===== src/rtl/lsu_pkg.sv =====
// Shared types and constants for the LSU region decoder: FSM states,
// default region map and the lowest-index priority helper.
package lsu_pkg;

    typedef enum logic [1:0] {
        IDLE = 2'd0,
        BUSY = 2'd1,
        RESP = 2'd2
    } lsu_state_e;

    // Widest region count supported; helpers operate at this width.
    localparam int MAX_REG = 16;

    // Default map: regions 0/1 disabled, region 2 = 0x2000-0x3FFF, region 3 = 0x7000-0x70FF.
    localparam logic [4*32-1:0] DEF_REGION_BASE = {32'h0000_7000, 32'h0000_2000, 32'h0, 32'h0};
    localparam logic [4*32-1:0] DEF_REGION_MASK = {32'h0000_FF00, 32'h0000_E000, 32'h0, 32'h0};

    // Isolates the lowest set bit so overlapping regions resolve to the lowest index.
    function automatic logic [MAX_REG-1:0] onehot_first(input logic [MAX_REG-1:0] match);
        return match & (~match + MAX_REG'(1));
    endfunction

endpackage


===== src/rtl/lsu_region_match.sv =====
// Combinational base/mask compare across all regions; yields the raw match
// vector, the lowest-index one-hot hit and an any-hit flag.
module lsu_region_match
    import lsu_pkg::*;
#(
    parameter int                      ADDR_W      = 32,
    parameter int                      N_REG       = 4,
    parameter logic [N_REG*ADDR_W-1:0] REGION_BASE = DEF_REGION_BASE,
    parameter logic [N_REG*ADDR_W-1:0] REGION_MASK = DEF_REGION_MASK
) (
    input  logic [ADDR_W-1:0] addr_i,
    output logic [N_REG-1:0]  match_o,
    output logic [N_REG-1:0]  hit_o,
    output logic              any_hit_o
);

    always_comb begin
        match_o = '0;
        for (int i = 0; i < N_REG; i++) begin
            // A zero mask would match every address, so it marks the region disabled.
            match_o[i] = (REGION_MASK[i*ADDR_W +: ADDR_W] != '0) &&
                         ((addr_i & REGION_MASK[i*ADDR_W +: ADDR_W]) == REGION_BASE[i*ADDR_W +: ADDR_W]);
        end
    end

    assign hit_o     = N_REG'(onehot_first(MAX_REG'(match_o)));
    assign any_hit_o = |match_o;

endmodule


===== src/rtl/lsu_region_decode.sv =====
// Registered LSU address decoder and transaction sequencer: decodes a request
// to one of N_REG targets, runs a req/ack handshake with timeout, reports errors.
module lsu_region_decode
    import lsu_pkg::*;
#(
    parameter int                      ADDR_W      = 32,
    parameter int                      DATA_W      = 32,
    parameter int                      N_REG       = 4,
    parameter logic [N_REG*ADDR_W-1:0] REGION_BASE = DEF_REGION_BASE,
    parameter logic [N_REG*ADDR_W-1:0] REGION_MASK = DEF_REGION_MASK,
    parameter logic [N_REG-1:0]        REGION_WO   = 4'b0011,
    parameter int                      TIMEOUT     = 15
) (
    input  logic                    i_clk,
    input  logic                    i_rst_n,
    input  logic                    i_lsu_req,
    input  logic [ADDR_W-1:0]       i_lsu_addr,
    input  logic                    i_lsu_wren,
    input  logic [DATA_W-1:0]       i_lsu_wdata,
    output logic                    o_lsu_busy,
    output logic                    o_lsu_ack,
    output logic                    o_lsu_err,
    output logic [DATA_W-1:0]       o_lsu_rdata,
    output logic [N_REG-1:0]        o_reg_sel,
    output logic                    o_reg_wren,
    output logic [ADDR_W-1:0]       o_reg_addr,
    output logic [DATA_W-1:0]       o_reg_wdata,
    input  logic [N_REG-1:0]        i_reg_ack,
    input  logic [N_REG*DATA_W-1:0] i_reg_rdata
);

    localparam int CNT_W = $clog2(TIMEOUT + 1);

    lsu_state_e          state_q, state_d;
    logic [N_REG-1:0]    sel_q, sel_d;
    logic [CNT_W-1:0]    cnt_q, cnt_d;
    logic                err_q, err_d;
    logic [DATA_W-1:0]   rdata_q, rdata_d;
    logic                wren_q, wren_d;
    logic [ADDR_W-1:0]   addr_q, addr_d;
    logic [DATA_W-1:0]   wdata_q, wdata_d;

    logic [N_REG-1:0]    match;
    logic [N_REG-1:0]    hit;
    logic                any_hit;
    logic                wo_read;
    logic                target_ack;
    logic [DATA_W-1:0]   sel_rdata;

    lsu_region_match #(
        .ADDR_W      (ADDR_W),
        .N_REG       (N_REG),
        .REGION_BASE (REGION_BASE),
        .REGION_MASK (REGION_MASK)
    ) u_match (
        .addr_i    (i_lsu_addr),
        .match_o   (match),
        .hit_o     (hit),
        .any_hit_o (any_hit)
    );

    // The priority pick must be a one-hot subset of the raw matches.
    always_comb begin
        assert (((hit & ~match) == '0) && $onehot0(hit));
    end

    assign wo_read    = !i_lsu_wren && |(hit & REGION_WO);
    assign target_ack = |(i_reg_ack & sel_q);

    always_comb begin
        sel_rdata = '0;
        for (int i = 0; i < N_REG; i++) begin
            if (sel_q[i]) sel_rdata = sel_rdata | i_reg_rdata[i*DATA_W +: DATA_W];
        end
    end

    always_comb begin
        // NOTE: every next-state signal gets a default here so no path can infer a latch.
        state_d = state_q;
        sel_d   = sel_q;
        cnt_d   = cnt_q;
        err_d   = err_q;
        rdata_d = rdata_q;
        wren_d  = wren_q;
        addr_d  = addr_q;
        wdata_d = wdata_q;
        case (state_q)
            IDLE: begin
                if (i_lsu_req) begin
                    wren_d  = i_lsu_wren;
                    addr_d  = i_lsu_addr;
                    wdata_d = i_lsu_wdata;
                    if (any_hit && !wo_read) begin
                        sel_d   = hit;
                        state_d = BUSY;
                    end else begin
                        err_d   = 1'b1;
                        state_d = RESP;
                    end
                end
            end
            BUSY: begin
                cnt_d = cnt_q + CNT_W'(1);
                // Ack takes priority, so an ack on the final allowed cycle still succeeds.
                if (target_ack) begin
                    sel_d   = '0;
                    cnt_d   = '0;
                    err_d   = 1'b0;
                    rdata_d = wren_q ? '0 : sel_rdata;
                    state_d = RESP;
                end else if (cnt_q == CNT_W'(TIMEOUT - 1)) begin
                    sel_d   = '0;
                    cnt_d   = '0;
                    err_d   = 1'b1;
                    rdata_d = '0;
                    state_d = RESP;
                end
            end
            RESP: begin
                cnt_d   = '0;
                err_d   = 1'b0;
                rdata_d = '0;
                state_d = IDLE;
            end
            default: begin
                sel_d   = '0;
                cnt_d   = '0;
                err_d   = 1'b0;
                rdata_d = '0;
                state_d = IDLE;
            end
        endcase
    end

    // NOTE: sequential state uses non-blocking assignments so all registers update together.
    always_ff @(posedge i_clk or negedge i_rst_n) begin
        if (!i_rst_n) begin
            state_q <= IDLE;
            sel_q   <= '0;
            cnt_q   <= '0;
            err_q   <= 1'b0;
            rdata_q <= '0;
            wren_q  <= 1'b0;
            addr_q  <= '0;
            wdata_q <= '0;
        end else begin
            state_q <= state_d;
            sel_q   <= sel_d;
            cnt_q   <= cnt_d;
            err_q   <= err_d;
            rdata_q <= rdata_d;
            wren_q  <= wren_d;
            addr_q  <= addr_d;
            wdata_q <= wdata_d;
        end
    end

    assign o_lsu_busy  = (state_q != IDLE);
    assign o_lsu_ack   = (state_q == RESP);
    assign o_lsu_err   = err_q;
    assign o_lsu_rdata = rdata_q;
    assign o_reg_sel   = sel_q;
    assign o_reg_wren  = wren_q;
    assign o_reg_addr  = addr_q;
    assign o_reg_wdata = wdata_q;

endmodule


===== config.mk =====
export PLATFORM = sky130hd
export DESIGN_NAME = lsu_region_decode
export DESIGN_NICKNAME = d
export VERILOG_FILES = /design/src/rtl/lsu_pkg.sv /design/src/rtl/lsu_region_match.sv /design/src/rtl/lsu_region_decode.sv
export SDC_FILE = /design/constraint.sdc
export NUM_CORES = 1
export LEC_CHECK = 0
export ABC_AREA = 1
export BUFFER_PORTS_ARGS = -buffer_cell sky130_fd_sc_hd__buf_4
export CAP_MARGIN = 0
export CORE_AREA = 2 2 118 120
export DETAILED_ROUTE_END_ITERATION = 10
export DIE_AREA = 0 0 120 122
export GPL_ROUTABILITY_DRIVEN = 1
export GPL_TIMING_DRIVEN = 0
export PLACE_DENSITY = 0.71
export REMOVE_ABC_BUFFERS = 1
export SYNTH_ARGS = -nofsm -noshare
export SYNTH_HDL_FRONTEND = slang
export SYNTH_HIERARCHICAL = 1
export SYNTH_SLANG_ARGS = --single-unit

===== constraint.sdc =====
create_clock -name i_clk -period 4.2 [get_ports i_clk]
set_input_delay 0.42 -clock i_clk [delete_from_list [all_inputs] [get_ports i_clk]]
set_output_delay 0.42 -clock i_clk [all_outputs]
set_load 0.03 [all_outputs]

==> metrics.txt, run 1 <==
status finished clean; Tcrit/Tclk final 0.701; Pwr per Cell Area 634 mW/mm²; average size of a mapped cell 9.61 µm²; P_leak 4.20 nW; # setup viols final 0; die area 0.0146 mm²; CP endpoint kind flop; max_slew headroom 0.0987; H-tree depth 3; # port buffers 303; CTS tree yes; GPL Wtd Cong 0.809; DR iter-0 viols 224; Slew Limit Fails 0; Routed WL 16100 µm; WP data arrival 3220 ps; Die Width 120 µm; worst slew pin tran 1350 ps; routed vias 4791; Die Y 122 µm; later-pin clock latency in the skew report 350 ps; IO Pins 304; peak supply drop 431 µV; initial core utilization 0.389; Core Area 0.0135 mm²; crit-path max FO 35; post-cts resize count 0; fraction of layout cells with a size suffix above 1 0.470; clk sinks 108; DP Wirelength 11800 µm; WP data required 4480 ps; Reg clk slew, reported paths 70 ps; largest net degree at the start of global routing 109; setup TNS 0 ps; area of placed instances 0.00757 mm²; post-route cell area 0.00790 mm²; Final Hold Fails 0; Clock Skew 6.06 ps; gr ovfl total 0; Final Critical Period 2940 ps; clock root buffer clkbuf_16; Synth warnings 6; vias in the first global route 4651; Setup CP Type flop to flop; antenna cells 0; maxcap violations 0; GRT Util Overall 0.216; Startpoint Class flop; Longest Clk Path Bufs 2; Syn Inst Count 547; Post CTS Setup Buffer Count 0; global-route wire length before repair 24500 µm; Initial DRT Pass Iterations 4; HP Class input pin to flop; Reg2Reg Setup Slack 1260 ps; FMAX 340 MHz; cts bufs inserted 9; wire per inst 15.8 µm; Post-Syn Area 0.00526 mm²; Fillers 1228; RSZ-0062 raised after global routing false; Rows 43; nets 1036; Via density 4.70; drt drc 0; initial antenna violation count 0; final antenna-violating net count 0; Area growth syn-to-layout 50.3%
[critical path, cell delays in order, from the launching register on]
cell     delay (ps)
dfrtp_1        1240
nand2_1         100
nand2_1         160
nor2_4           60
nor3b_4         990
nand2_1         200
nand2_1         120
[final timing paths]
path / cells after the start / from / end
min in group asynchronous: 2 / i_rst_n / o_reg_wdata[9]$_DFFE_PN0P_
worst min-delay path: 2 / i_lsu_wdata[14] / o_reg_wdata[14]$_DFFE_PN0P_
worst min register to register: 2 / o_lsu_rdata[0]$_DFFE_PN0P_ / o_lsu_rdata[0]$_DFFE_PN0P_
worst max-delay path: 6 / o_reg_sel[3]$_DFFE_PN0P_ / o_lsu_rdata[23]$_DFFE_PN0P_
worst max register to register: 6 / o_reg_sel[3]$_DFFE_PN0P_ / o_lsu_rdata[23]$_DFFE_PN0P_
max in group asynchronous: 3 / i_rst_n / o_lsu_rdata[24]$_DFFE_PN0P_
[report_power, final]
part | total, W | internal, W | switching, W
clock | 0.000826 | 0.000430 | 0.000396
combinational | 0.00247 | 0.00110 | 0.00137
sequential | 0.00171 | 0.00139 | 0.000325
[layer usage]
metal	GRT usage	share of wire
met5	0	0
met4	0.0581	0.019
met3	0.0585	0.060
met2	0.376	0.52
met1	0.265	0.41
[metrics by stage]
step | utilization | power (W) | hold WS [ps] | cells | setup WS [ps]
6_report | 0.585 | 0.00501 | 297 | 1019 | 1260
5_1_grt | 0.585 | 0.00527 | 281 | 1019 | 914
4_1_cts | 0.582 | 0.00507 | 281 | 1017 | 1090
3_5_place_dp | 0.560 | 0.00422 | 467 | 1001 | 1150
3_3_place_gp | 0.558 | 0.00419 | 464 | 1000 | 1110
2_1_floorplan | - | 0.00319 | 124 | 517 | 2040
[layout make-up]
class / count / area (µm²) / area share
clock inverter: 6 / 55.1 / 0.00697
multi-input combinational: 390 / 2270 / 0.288
sequential: 108 / 2700 / 0.342
timing repair buffer: 306 / 2340 / 0.296
tap: 180 / 225 / 0.0285
inverter: 19 / 71.3 / 0.00903
clock buffer: 10 / 239 / 0.0302
[flip-flops by register name, indices dropped and copies added (netlist names)]
| register | flops |
|---|---|
| o_lsu_rdata | 32 |
| o_reg_addr | 32 |
| o_reg_wdata | 32 |
| cnt_q | 4 |
| o_reg_sel | 4 |
| state_q | 2 |
| o_lsu_err | 1 |
| o_reg_wren | 1 |
[layout by cell type, fill, tap and decap left out, drive strengths merged, types with 2 or more instances in the layout]
cell type and count:
a21oi 3, buf 305, clkbuf 10, clkinvlp 2, conb 2, dfrtp 108
ha 2, inv 22, mux2 64, nand2 254, nand3 7, nand4 32
nor2 16, o21ai 6
[timing repair]
| item | 4_1_cts | 5_1_grt |
|---|---|---|
| endpoints found under the hold margin | 0 | 36 |
| hold buffers | 0 | 1 |
| endpoints found under the setup margin | 0 | 0 |
(Power assumes the default switching activity.)
==> inputs of run 2 (changes only) <==
CORE_AREA = unset   (was 2 2 118 120)
CORE_MARGIN = 1.5   (was unset)
CORE_UTILIZATION = 40   (was unset)
DIE_AREA = unset   (was 0 0 120 122)
PLACE_DENSITY = 0.75   (was 0.71)
clock period = 2.6 ns   (was 4.2 ns; I/O delays follow)
==> metrics.txt, run 2 (same netlist as run 1, synthesis figures left out) <==
status finished clean; pre-CTS WS -329 ps (-1480 ps); GPL Wtd Cong 0.821 (+1.5%); P_leak 4.23 nW (+0.59%); global-route wire length before repair 25600 µm (+4.3%); routed vias 4803 (+0.25%); Area growth syn-to-layout 51.5%; HP Class input pin to flop; WP data arrival 2380 ps (-840 ps); drt drc 0 (unchanged); worst-case reg-to-reg path depth 6 (unchanged); most common cell after layout, fill and taps aside buf_4; final antenna-violating net count 0 (unchanged); Cells after DPL 993 (-0.80%); Longest Clk Path Bufs 2 (unchanged); Core Area 0.0127 mm² (-5.8%); # setup viols final 0 (unchanged); Initial DRT Pass Iterations 4 (unchanged); Fillers 1129 (-8.1%); max_slew headroom 0.485 (+0.386); Rows 41 (-4.7%); WP data required 2880 ps (-1600 ps); Critical path buffers and inverters 0 (unchanged); CP most frequent cell nand2_1; most frequent cells in the layout buf_4, nand2_1, dfrtp_1; layer with the highest usage met2; gr ovfl total 0 (unchanged); initial core utilization 0.413 (+0.0239); worst slew pin tran 772 ps (-580 ps); Pwr per Cell Area 1040 mW/mm² (+63%); Clock Skew 3.85 ps (-2.21 ps); # port buffers 303 (unchanged); grt met3 use 0.0509 (-0.00765); Crit path depth 6 (unchanged); initial antenna violation count 0 (unchanged); Slowest cell on crit path dfrtp_2; maxcap violations 0 (unchanged); CTS tree yes; Reg2Reg Setup Slack 490 ps (-760 ps); DP Wirelength 11500 µm (-2.4%); Routed WL 16100 µm (about the same); die area 0.0138 mm² (-5.5%); Tcrit/Tclk final 0.810 (+0.110); IO Pins 304 (unchanged); largest net degree at the start of global routing 109 (unchanged); Setup CP Type flop to flop; Top delay family on crit path simple AND/OR/NAND/NOR gates; CP Cell Sequence nand2_1 > nand2_1 > nor2_4 > nor3b_4 > nand2_1 > nand2_1; Via density 4.75 (+0.94%); fraction of layout cells with a size suffix above 1 0.475 (+0.00539); Die Y 118 µm (-3.6%); Non-Filler Instances 1012 (-0.69%); Startpoint Class flop; crit-path max FO 35 (unchanged); RSZ-0062 raised after global routing false; wire per inst 15.9 µm (+0.74%); clk sinks 108 (unchanged); GRT Util Overall 0.234 (+0.0173); H-tree depth 3 (unchanged); Post CTS Setup Buffer Count 0 (unchanged); antenna cells 0 (unchanged); CP max stage delay 810 ps (-430 ps); met2 usage in global routing 0.395 (+0.0187); clock root buffer clkbuf_16; FMAX 475 MHz (+40%); Final Util 0.626 (+0.0407); Die Width 118 µm (-2.0%); cts bufs inserted 9 (unchanged); Final Hold Fails 0 (unchanged); Final Critical Period 2110 ps (-836 ps); DR iter-0 viols 313 (+40%); peak supply drop 615 µV (+43%); Reg clk slew, reported paths 70 ps (about the same); vias in the first global route 4865 (+4.6%); CP endpoint kind flop; setup ws final 493 ps (-764 ps); GR Util met1 0.295 (+0.0297); Min-Delay Path Depth 2 (unchanged); later-pin clock latency in the skew report 340 ps (about the same); Slew Limit Fails 0 (unchanged); nets 1037 (+0.097%)
==> run 2: cell types whose count changed in the layout (fill, tap and decap cells not counted), sizes merged <==
cell      before  now
bufinv         0    2
clkinvlp       2    1
inv           22   21
nor3b          1    2
==> run 2: power by group <==
part / internal (W) / switching (W) / total (W)
Sequential: 0.00225 / 0.000526 / 0.00277
Combinational: 0.00177 / 0.00220 / 0.00397
Clock: 0.000879 / 0.000619 / 0.00150
==> run 2: layout make-up <==
type / instances / area, µm² / share of cell area
well taps: 172 / 215 / 0.0270
clock buffers: 10 / 239 / 0.0300
inverters: 19 / 71.3 / 0.00896
clock inverters: 6 / 93.8 / 0.0118
flip-flops and latches: 108 / 2710 / 0.340
repair buffers: 306 / 2340 / 0.294
multi-input cells: 391 / 2290 / 0.288
==> run 2: repair_timing <==
action | CTS | global route
hold buffers | 0 | 1
hold endpoints to repair | 0 | 54
pin swaps | 1 | 0
resized for setup | 4 | 1
endpoints found under the setup margin | 32 | 2
gates cloned | 1 | 0
==> run 2: routing by layer <==
metal  part of all wire  up-vias
met4              0.026        0
met2               0.50      190
met3              0.062       28
li1                   -     2339
met5                  0        -
met1               0.42     2246
==> run 2: final timing paths <==
path | start | to
max | o_reg_sel[0]$_DFFE_PN0P_ | o_lsu_rdata[20]$_DFFE_PN0P_
min | i_lsu_wdata[27] | o_reg_wdata[27]$_DFFE_PN0P_
max reg2reg | o_reg_sel[0]$_DFFE_PN0P_ | o_lsu_rdata[20]$_DFFE_PN0P_
min reg2reg | o_lsu_rdata[17]$_DFFE_PN0P_ | o_lsu_rdata[17]$_DFFE_PN0P_
max in group asynchronous | i_rst_n | o_lsu_rdata[31]$_DFFE_PN0P_
min in group asynchronous | i_rst_n | o_lsu_rdata[14]$_DFFE_PN0P_
==> run 2: through the flow <==
stage / power, W / cell area [µm²] / setup TNS (ps) / hold slack [ps]
after CTS: 0.00831 / 7910 / 0 / 130
after global placement: 0.00673 / 7530 / -7330 / 464
final: 0.00824 / 7960 / 0 / 143
after floorplan: 0.00515 / 5040 / 0 / -35.6
after global routing: 0.00866 / 7960 / 0 / 126
after detailed placement: 0.00677 / 7560 / -8230 / 466
==> run 2: worst reg2reg max path, stage by stage (launching register included) <==
cell,delay (ps)
dfrtp_2,810
nand2_1,110
nand2_1,130
nor2_4,80
nor3b_4,670
nand2_1,150
nand2_1,100
==> inputs of run 3 (changes only) <==
CORE_AREA = 2 2 116 118   (was unset)
CORE_MARGIN = unset   (was 1.5)
CORE_UTILIZATION = unset   (was 40)
DIE_AREA = 0 0 118 120   (was unset)
PLACE_DENSITY = 0.74   (was 0.75)
clock period = 2 ns   (was 2.6 ns; I/O delays follow)
==> metrics.txt, run 3 (same netlist as run 1, synthesis figures left out) <==
CP endpoint kind flop; Min Hold Slack 82.6 ps (-60.8 ps); Pwr per Cell Area 1320 mW/mm² (+28%); Flop pwr share 0.345 (+0.009); clk sinks 108 (unchanged); FMAX 550 MHz (+16%); Slowest cell on crit path dfrtp_4; CP Cell Sequence nand2_1 > nand2_1 > nor2_4 > nand2_2 > nand2_8 > inv_1 > nor2_1; cts bufs inserted 9 (unchanged); initial core utilization 0.405 (-0.00820); die area 0.0142 mm² (+2.3%); clock root buffer clkbuf_16; peak supply drop 1030 µV (+68%); Fillers 1134 (+0.44%); final antenna-violating net count 0 (unchanged); GRT Util Overall 0.228 (-0.00556); most frequent cells in the layout buf_4, nand2_1, dfrtp_1; Final Hold Fails 0 (unchanged); P_leak 4.22 nW (-0.15%); # port buffers 303 (unchanged); nets 1040 (+0.29%); Int Power 0.00610 W (+25%); IO Pins 304 (unchanged); Longest Clk Path Bufs 2 (unchanged); pre-CTS WS -982 ps (-653 ps); worst r2r src o_reg_sel[1]$_DFFE_PN0P_; worst r2r dst cnt_q[3]$_DFFE_PN0P_; Die Y 120 µm (+2.0%); GPL Wtd Cong 0.819 (-0.29%); # setup viols final 0 (unchanged); H-tree depth 3 (unchanged); Top delay family on crit path simple AND/OR/NAND/NOR gates; area of placed instances 0.00757 mm² (about the same); Sw Ratio 0.420 (+0.0144); setup TNS 0 ps (unchanged); Routed WL 16100 µm (+0.41%); wire per inst 15.8 µm (-0.18%); Rows 42 (+2.4%); worst-case reg-to-reg path depth 7 (+1); DR iter-0 viols 264 (-16%); Final Critical Period 1820 ps (-289 ps); gr ovfl total 0 (unchanged); Reg2Reg Setup Slack 180 ps (-310 ps); HP Class input pin to flop; most common cell after layout, fill and taps aside buf_4; Worst Hold Path EP o_reg_wdata[0]$_DFFE_PN0P_; crit-path max FO 35 (unchanged); Hold Crit Start i_lsu_wdata[0]; CP max stage delay 660 ps (-150 ps); drt drc 0 (unchanged); combinational fraction of design power 0.496 (+0.014); Tcrit/Tclk final 0.909 (+0.0984); WP data required 2270 ps (-610 ps); Sw Pwr 0.00442 W (+32%); clock power share 0.159 (-0.023); setup ws final 182 ps (-311 ps); Reg clk slew, reported paths 70 ps (about the same); maxcap violations 0 (unchanged); antenna cells 0 (unchanged); Via density 4.69 (-1.3%); Startpoint Class flop; later-pin clock latency in the skew report 340 ps (about the same); Min-Delay Path Depth 2 (unchanged); Critical path buffers and inverters 1 (+1); CP most frequent cell nand2_1; Clock Skew 4.84 ps (+0.993 ps); Die Width 118 µm (+0.31%); Setup CP Type flop to flop; global-route wire length before repair 25200 µm (-1.3%); routed vias 4770 (-0.69%); WP data arrival 2090 ps (-290 ps); Reg area 0.00272 mm² (+0.37%); CTS tree yes; Final Util 0.613 (-0.0123); Slew Limit Fails 0 (unchanged); Initial DRT Pass Iterations 4 (unchanged); fraction of layout cells with a size suffix above 1 0.476 (+0.00125); Core Area 0.0130 mm² (+2.0%); post-route cell area 0.00796 mm² (about the same); status finished clean; vias in the first global route 4743 (-2.5%); Area growth syn-to-layout 51.5% (about the same); largest net degree at the start of global routing 109 (unchanged); initial antenna violation count 0 (unchanged); DP Wirelength 11500 µm (about the same); area of the multi-input gates 0.00230 mm² (+0.38%)
[run 3: cell count changes in the layout (fill, tap and decap cells not counted), sizes merged]
cell	delta
clkbuf	-1
clkinv	+2
bufinv	-2
buf	+3
[run 3: layout make-up]
class	count	area share
Clock buffer	9	0.0283
Clock inverter	6	0.00629
Inverter	19	0.00896
Multi-Input combinational cell	391	0.289
Sequential cell	108	0.341
Tap cell	176	0.0277
Timing Repair Buffer	309	0.299
[run 3: routing by layer]
metal  GRT usage  vias up  wire [µm]
met4      0.0783        0        374
met5           0        -          0
met1       0.285     2234       6680
met3      0.0518       28        932
met2       0.390      170       8140
li1            -     2338          -
[run 3: through the flow]
| stage | total power, W | std cells |
|---|---|---|
| floorplan | 0.00670 | 517 |
| CTS | 0.0106 | 1016 |
| detailed placement | 0.00884 | 997 |
| finish | 0.0105 | 1018 |
| global placement | 0.00879 | 996 |
| global route | 0.0111 | 1018 |
[run 3: power groups by stage]
stage | clock network, W | logic [W] | registers [W]
floorplan | 0 | 0.00177 | 0.00492
global placement | 0 | 0.00520 | 0.00359
detailed placement | 0 | 0.00521 | 0.00363
CTS | 0.00173 | 0.00523 | 0.00362
global route | 0.00181 | 0.00550 | 0.00374
finish | 0.00168 | 0.00522 | 0.00362
[run 3: worst max-delay path by stage]
stage	from	to	slack, ps	depth (start not counted)
final	o_reg_sel[1]$_DFFE_PN0P_	cnt_q[3]$_DFFE_PN0P_	180	7
after global routing	o_reg_sel[1]$_DFFE_PN0P_	cnt_q[2]$_DFFE_PN0P_	-4	7
after CTS	o_reg_sel[1]$_DFFE_PN0P_	cnt_q[3]$_DFFE_PN0P_	3	7
after detailed placement	o_reg_sel[0]$_DFFE_PN0P_	o_lsu_rdata[10]$_DFFE_PN0P_	-980	6
after global placement	o_reg_sel[0]$_DFFE_PN0P_	o_lsu_rdata[1]$_DFFE_PN0P_	-1030	6
after floorplan	o_reg_sel[1]$_DFFE_PN0P_	o_lsu_rdata[0]$_DFFE_PN0P_	-160	6
[run 3: timing repair]
| item | 4_1_cts | 5_1_grt |
|---|---|---|
| resized for setup | 6 | 4 |
| buffers inserted | 3 | 0 |
| hold endpoints to repair | 0 | 12 |
| cloned | 1 | 0 |
| hold buffers | 0 | 1 |
| setup endpoints to repair | 43 | 34 |
| pin swaps | 2 | 0 |
